**src/rtl/core_pkg.sv**
```systemverilog
// Shared core definitions: access size codes, LSU state encoding
// and the default memory-acknowledge timeout.
package core_pkg;

  localparam logic [1:0] SZ_BYTE = 2'b00;
  localparam logic [1:0] SZ_HALF = 2'b01;
  localparam logic [1:0] SZ_WORD = 2'b10;
  localparam logic [1:0] SZ_ILL  = 2'b11;

  localparam int LSU_TIMEOUT = 16;

  typedef enum logic [1:0] {
    ST_IDLE,
    ST_READ,
    ST_WRITE,
    ST_RESP
  } lsu_state_e;

  function automatic logic bad_access(
    input logic [1:0] size,
    input logic [1:0] lane
  );
    return (size == SZ_ILL) ||
           (size == SZ_HALF && lane[0]) ||
           (size == SZ_WORD && lane != 2'b00);
  endfunction

endpackage

```
**src/rtl/lsu_lane_align.sv**
```systemverilog
// Byte-lane extraction for loads and lane merge for
// read-modify-write stores; purely combinational.
module lsu_lane_align
  import core_pkg::*;
(
  input  logic [1:0]  lane,
  input  logic [1:0]  size,
  input  logic        uns,
  input  logic [31:0] rdata,
  input  logic [31:0] wdata,
  output logic [31:0] ld_data,
  output logic [31:0] st_word
);

  logic [31:0] shifted;
  logic [7:0]  b;
  logic [15:0] h;

  always_comb begin
    shifted = rdata >> {lane, 3'b000};
    b       = shifted[7:0];
    h       = shifted[15:0];
    ld_data = rdata;
    st_word = wdata;
    unique case (1'b1)
      size == SZ_BYTE: begin
        ld_data = uns ? {24'b0, b} : {{24{b[7]}}, b};
        st_word = rdata;
        st_word[{lane, 3'b000} +: 8] = wdata[7:0];
      end
      size == SZ_HALF: begin
        ld_data = uns ? {16'b0, h} : {{16{h[15]}}, h};
        st_word = rdata;
        st_word[{lane[1], 4'b0000} +: 16] = wdata[15:0];
      end
      default: begin
        ld_data = rdata;
        st_word = wdata;
      end
    endcase
  end

endmodule

```
**src/rtl/load_store_unit.sv**
```systemverilog
// Load/store unit: one access at a time, sub-word stores done as
// read-modify-write, bounded wait on mem_ack.
module load_store_unit
  import core_pkg::*;
#(
  parameter int TIMEOUT_CYCLES = LSU_TIMEOUT
) (
  input  logic        clk,
  input  logic        rst,
  input  logic        req_valid,
  output logic        req_ready,
  input  logic        req_we,
  input  logic [1:0]  req_size,
  input  logic        req_unsigned,
  input  logic [31:0] req_addr,
  input  logic [31:0] req_wdata,
  output logic        resp_valid,
  output logic [31:0] resp_rdata,
  output logic        resp_err,
  output logic [31:0] mem_addr,
  output logic        mem_rd_en,
  output logic        mem_wr_en,
  output logic [31:0] mem_wdata,
  input  logic [31:0] mem_rdata,
  input  logic        mem_ack
);

  localparam int CW = $clog2(TIMEOUT_CYCLES + 1);

  lsu_state_e  state, state_n;
  logic [CW-1:0] cnt, cnt_n;
  logic [31:0] addr_q, wdata_q, word_q, rdata_q;
  logic [31:0] ld_data, st_word;
  logic [1:0]  size_q;
  logic        uns_q, we_q, err_q;
  logic        accept, bad, busy, expired;

  assign accept  = req_valid && state == ST_IDLE;
  assign bad     = bad_access(req_size, req_addr[1:0]);
  assign busy    = state == ST_READ || state == ST_WRITE;
  assign expired = busy && !mem_ack &&
                   cnt == CW'(TIMEOUT_CYCLES - 1);

  assign req_ready  = state == ST_IDLE;
  assign resp_valid = state == ST_RESP;
  assign resp_err   = resp_valid && err_q;
  assign resp_rdata = (resp_valid && !err_q) ? rdata_q : '0;
  assign mem_rd_en  = state == ST_READ;
  assign mem_wr_en  = state == ST_WRITE;
  assign mem_addr   = {addr_q[31:2], 2'b00};
  assign mem_wdata  = word_q;

  lsu_lane_align u_align (
    .lane    (addr_q[1:0]),
    .size    (size_q),
    .uns     (uns_q),
    .rdata   (mem_rdata),
    .wdata   (wdata_q),
    .ld_data (ld_data),
    .st_word (st_word)
  );

  always_comb begin
    state_n = state;
    cnt_n   = cnt;
    unique case (state)
      ST_IDLE: begin
        cnt_n = '0;
        if (req_valid) begin
          if (bad)                   state_n = ST_RESP;
          else if (!req_we)          state_n = ST_READ;
          else if (req_size == SZ_WORD) state_n = ST_WRITE;
          else                       state_n = ST_READ;
        end
      end
      ST_READ: begin
        if (mem_ack) begin
          state_n = we_q ? ST_WRITE : ST_RESP;
          cnt_n   = '0;
        end else if (expired) begin
          state_n = ST_RESP;
        end else begin
          cnt_n = cnt + 1'b1;
        end
      end
      ST_WRITE: begin
        if (mem_ack || expired) state_n = ST_RESP;
        else                    cnt_n   = cnt + 1'b1;
      end
      ST_RESP: state_n = ST_IDLE;
      default: state_n = ST_IDLE;
    endcase
  end

  always_ff @(posedge clk or negedge rst) begin
    if (!rst) begin
      state   <= ST_IDLE;
      cnt     <= '0;
      addr_q  <= '0;
      wdata_q <= '0;
      word_q  <= '0;
      rdata_q <= '0;
      size_q  <= SZ_BYTE;
      uns_q   <= 1'b0;
      we_q    <= 1'b0;
      err_q   <= 1'b0;
    end else begin
      state <= state_n;
      cnt   <= cnt_n;
      if (accept) begin
        addr_q  <= req_addr;
        size_q  <= req_size;
        uns_q   <= req_unsigned;
        we_q    <= req_we;
        wdata_q <= req_wdata;
        word_q  <= req_wdata;
        rdata_q <= '0;
        err_q   <= bad;
      end else if (state == ST_READ && mem_ack) begin
        // a store reaching READ is a sub-word RMW: keep the merged word
        if (we_q) word_q  <= st_word;
        else      rdata_q <= ld_data;
      end else if (expired) begin
        err_q <= 1'b1;
      end
    end
  end

endmodule

```
**config.mk**
```make
export PLATFORM = sky130hd
export DESIGN_NAME = load_store_unit
export DESIGN_NICKNAME = d
export VERILOG_FILES = /design/src/rtl/core_pkg.sv /design/src/rtl/lsu_lane_align.sv /design/src/rtl/load_store_unit.sv
export SDC_FILE = /design/constraint.sdc
export NUM_CORES = 1
export LEC_CHECK = 0
export ABC_AREA = 1
export BUFFER_PORTS_ARGS = -buffer_cell sky130_fd_sc_hd__buf_2
export CORE_MARGIN = 8
export CORE_UTILIZATION = 30
export CTS_CLUSTER_SIZE = 8
export DETAILED_ROUTE_END_ITERATION = 16
export GPL_TIMING_DRIVEN = 0
export PLACE_DENSITY = 0.52
export RECOVER_POWER = 25
export SYNTH_ARGS = -nofsm -noshare
export SYNTH_HDL_FRONTEND = slang
export SYNTH_SLANG_ARGS = --single-unit
export TNS_END_PERCENT = 20
```
**constraint.sdc**
```tcl
create_clock -name clk -period 3.14 [get_ports clk]
set_input_delay 0.314 -clock clk [delete_from_list [all_inputs] [get_ports clk]]
set_output_delay 0.314 -clock clk [all_outputs]
set_load 0.01 [all_outputs]
```
==> results.txt <==
cts repair resizes - 0
Max Cap Viol - 0
area delta synth->final - 24.5%
GR Overflow Total - 0
Clock Skew - 7.99 ps
CP max-delay cell - ha_1
CP endpoint kind - flop
most frequent cells in the layout - nand2_1, buf_2, dfrtp_1
register share of total power - 29.2%
CP max stage delay - 470 ps
clock share of power - 19.4%
fin nets - 1490
# IOs - 205
number of synthesized flops with an enable pin - 0
share of layout cells above drive strength 1 - 22.5%
WL final - 30.9 mm
first-pass GRT wire length - 47.8 mm
most frequent cell on the critical path - nand2_1
top cells by area, synth - dfrtp_1, nand2_1, inv_1, o21ai_0, nor2_1
ys async rst share - 100%
Reg2Reg Depth - 11
Crit Path Category - flop to flop
core area - 27000 µm²
Starting DRT DRC Count - 603
P per Cell Area - 1020 nW/µm²
Switch Pwr - 4.80 mW
Initial DRT Pass Iterations - 5
vias in the first global route - 8231
Max Buffers Root-to-Sink - 2
largest net degree at the start of global routing - 91
initial antenna violation count - 6
reg2reg end - mem_wdata[21]$_DFFE_PN0P_
Setup Viol. Count Final - 0
post-detail-place hpwl - 24.2 mm
Synth Flop Type - dfrtp_1
worst setup margin - 573 ps
CTS buffer count - 17
Die W - 182 µm
Synth cell types - 38
switch share - 45.8%
overall die height - 182 µm
worst slew pin tran - 1360 ps
Worst Setup Start Kind - flop
Slew HR - 9.45%
FILL cells - 2885
Tcrit/Tclk final - 81.7%
worst-path cell chain - buf_6 > inv_4 > buf_6 > buf_2 > ha_1 > nand2_1 > o21ai_0 > o211ai_1 > nand2_1 > nand2_1 > nand2_1
fmax - 390 MHz
cell area after synthesis - 8240 µm²
Placer Congestion - 0.925
sequential fraction of the synthesis area - 42.5%
type of the worst min-delay path - input port to flop
worst path buffer plus inverter count - 4
outcome - finished clean
cell-internal power - 5.68 mW
post-route ant nets - 0
row count - 60
Slew Viols, Final - 0
#FFs+latches synth - 140
hold path cells - 3
CTS sink count - 140
hold endpoint - addr_q[29]$_DFFE_PN0P_
commonest non-fill, non-tap cell in the layout - nand2_1
post-synth top area share - 42.5%
clock transition at the registers of the reported paths - 60 ps
worst-path maximum fanout - 12
critical path arrival - 2940 ps
reg2reg setup slack - 570 ps
area leader, netlist - dfrtp_1
dpl ws - 634 ps
root buffer cell - clkbuf_16
CP top delay family - buffers and inverters
Post-Synthesis Cells - 1151
Leak - 5.49 nW
min-delay src - req_addr[29]
hold violation count in the final report - 0
CTS tree - yes
RSZ-0062 raised after global routing - false
htree depth - 4
GRT Total Usage - 18.6%
die area - 33000 µm²
Initial Util - 30.6%
Syn Area/Cell - 7.15 µm²
post-layout min period - 2570 ps
port buffer count - 202
Clock Latency Late Sink - 430 ps
R2R Path Start - addr_q[1]$_DFFE_PN0P_
detail-routed via count per cell - 4.68
antenna diode count - 0
maximum VDD drop - 406 µV
Post-CTS Setup Bufs - 0
Worst EP required - 3510 ps
Comb power frac - 51.4%
routed len/inst - 17.8 µm
Ys Warns - 0
Vias - 8086
Sum Neg Setup Slack - 0 ps
drc violations - 0
[registers in the layout (all words and copies together) (netlist names)]
name	count
addr_q	32
mem_wdata	32
rdata_q	32
wdata_q	32
cnt	5
size_q	2
state	2
err_q	1
uns_q	1
we_q	1
[power groups by stage]
stage	Sequential [mW]	Combinational (mW)	Clock [mW]
floorplan	3.05	3.64	0
global placement	3.05	5.43	0
detailed placement	3.06	5.46	0
CTS	3.05	5.48	2.08
global route	3.15	6.04	2.15
finish	3.06	5.39	2.03
[worst reg2reg max path, cell delays in order, from the launching register on]
cell,delay (ps)
dfrtp_1,380
buf_6,200
inv_4,80
buf_6,150
buf_2,200
ha_1,470
nand2_1,270
o21ai_0,340
o211ai_1,200
nand2_1,120
nand2_1,50
nand2_1,50
[worst max-delay path by stage]
stage / from / end / slack (ps) / cells after the start
global placement: rst / addr_q[5]$_DFFE_PN0P_ / -500 / 1
finish: addr_q[1]$_DFFE_PN0P_ / mem_wdata[21]$_DFFE_PN0P_ / 570 / 11
global route: addr_q[1]$_DFFE_PN0P_ / mem_wdata[21]$_DFFE_PN0P_ / 520 / 11
floorplan: addr_q[1]$_DFFE_PN0P_ / mem_wdata[0]$_DFFE_PN0P_ / 1180 / 10
CTS: addr_q[1]$_DFFE_PN0P_ / mem_wdata[21]$_DFFE_PN0P_ / 640 / 11
detailed placement: addr_q[1]$_DFFE_PN0P_ / mem_wdata[21]$_DFFE_PN0P_ / 630 / 11
[through the flow]
| stage | utilization, % | power (mW) | instances | instance area, µm² | hold slack [ps] |
|---|---|---|---|---|---|
| 3_3_place_gp | 35.9 | 8.48 | 1695 | 9680 | 463 |
| 6_report | 38.0 | 10.5 | 1729 | 10300 | 69.0 |
| 5_1_grt | 38.0 | 11.3 | 1729 | 10300 | 64.7 |
| 2_1_floorplan | - | 6.69 | 1152 | 8240 | 18.4 |
| 4_1_cts | 38.2 | 10.6 | 1729 | 10300 | 59.5 |
| 3_5_place_dp | 36.0 | 8.52 | 1696 | 9710 | 298 |
[cells in the mapped netlist (all sizes together), types with 2 or more instances]
library cell,count
nand3,73
dfrtp,140
nand4,3
o21ai,98
clkbuf,14
a21oi,51
nand2,436
o21a,2
buf,68
ha,11
o22ai,6
inv,127
o2111ai,6
o211ai,11
nor2,97
[cell type report]
class                      instances  area (µm²)  share of cell area (%)
buffer                            82         538                    5.25
clock buffer                      21         460                    4.49
clock inverter                    11         119                    1.16
inverter                         127         482                    4.70
multi-input combinational        803        3720                    36.2
sequential                       140        3500                    34.2
tap                              341         427                    4.16
timing repair buffer             204        1010                    9.84
[metal layers]
| layer | GRT usage (%) | wire (µm) | vias up | share of wire, % |
|---|---|---|---|---|
| li1 | - | - | 4042 | - |
| met4 | 6.92 | 1000 | 12 | 3.2 |
| met1 | 23.5 | 13500 | 3664 | 44 |
| met3 | 7.19 | 2960 | 60 | 9.6 |
| met2 | 28.5 | 13300 | 308 | 43 |
| met5 | 0 | 68 | - | 0.22 |
[what timing repair did]
| item | 4_1_cts | 5_1_grt |
|---|---|---|
| hold buffers | 1 | 0 |
| hold endpoints to repair | 50 | 0 |
| endpoints found under the setup margin | 0 | 0 |
[logic make-up after synthesis]
logic type	count (synthesis)	synth area share, %
fa+ha+maj	11	1.67
flops	140	42.5
simple gates	612	31.3
compound gates	177	11.9
buf+inv	209	12.4
mux	1	0.122
other cells	1	0.0455
Power figures use the tool's default switching activity.
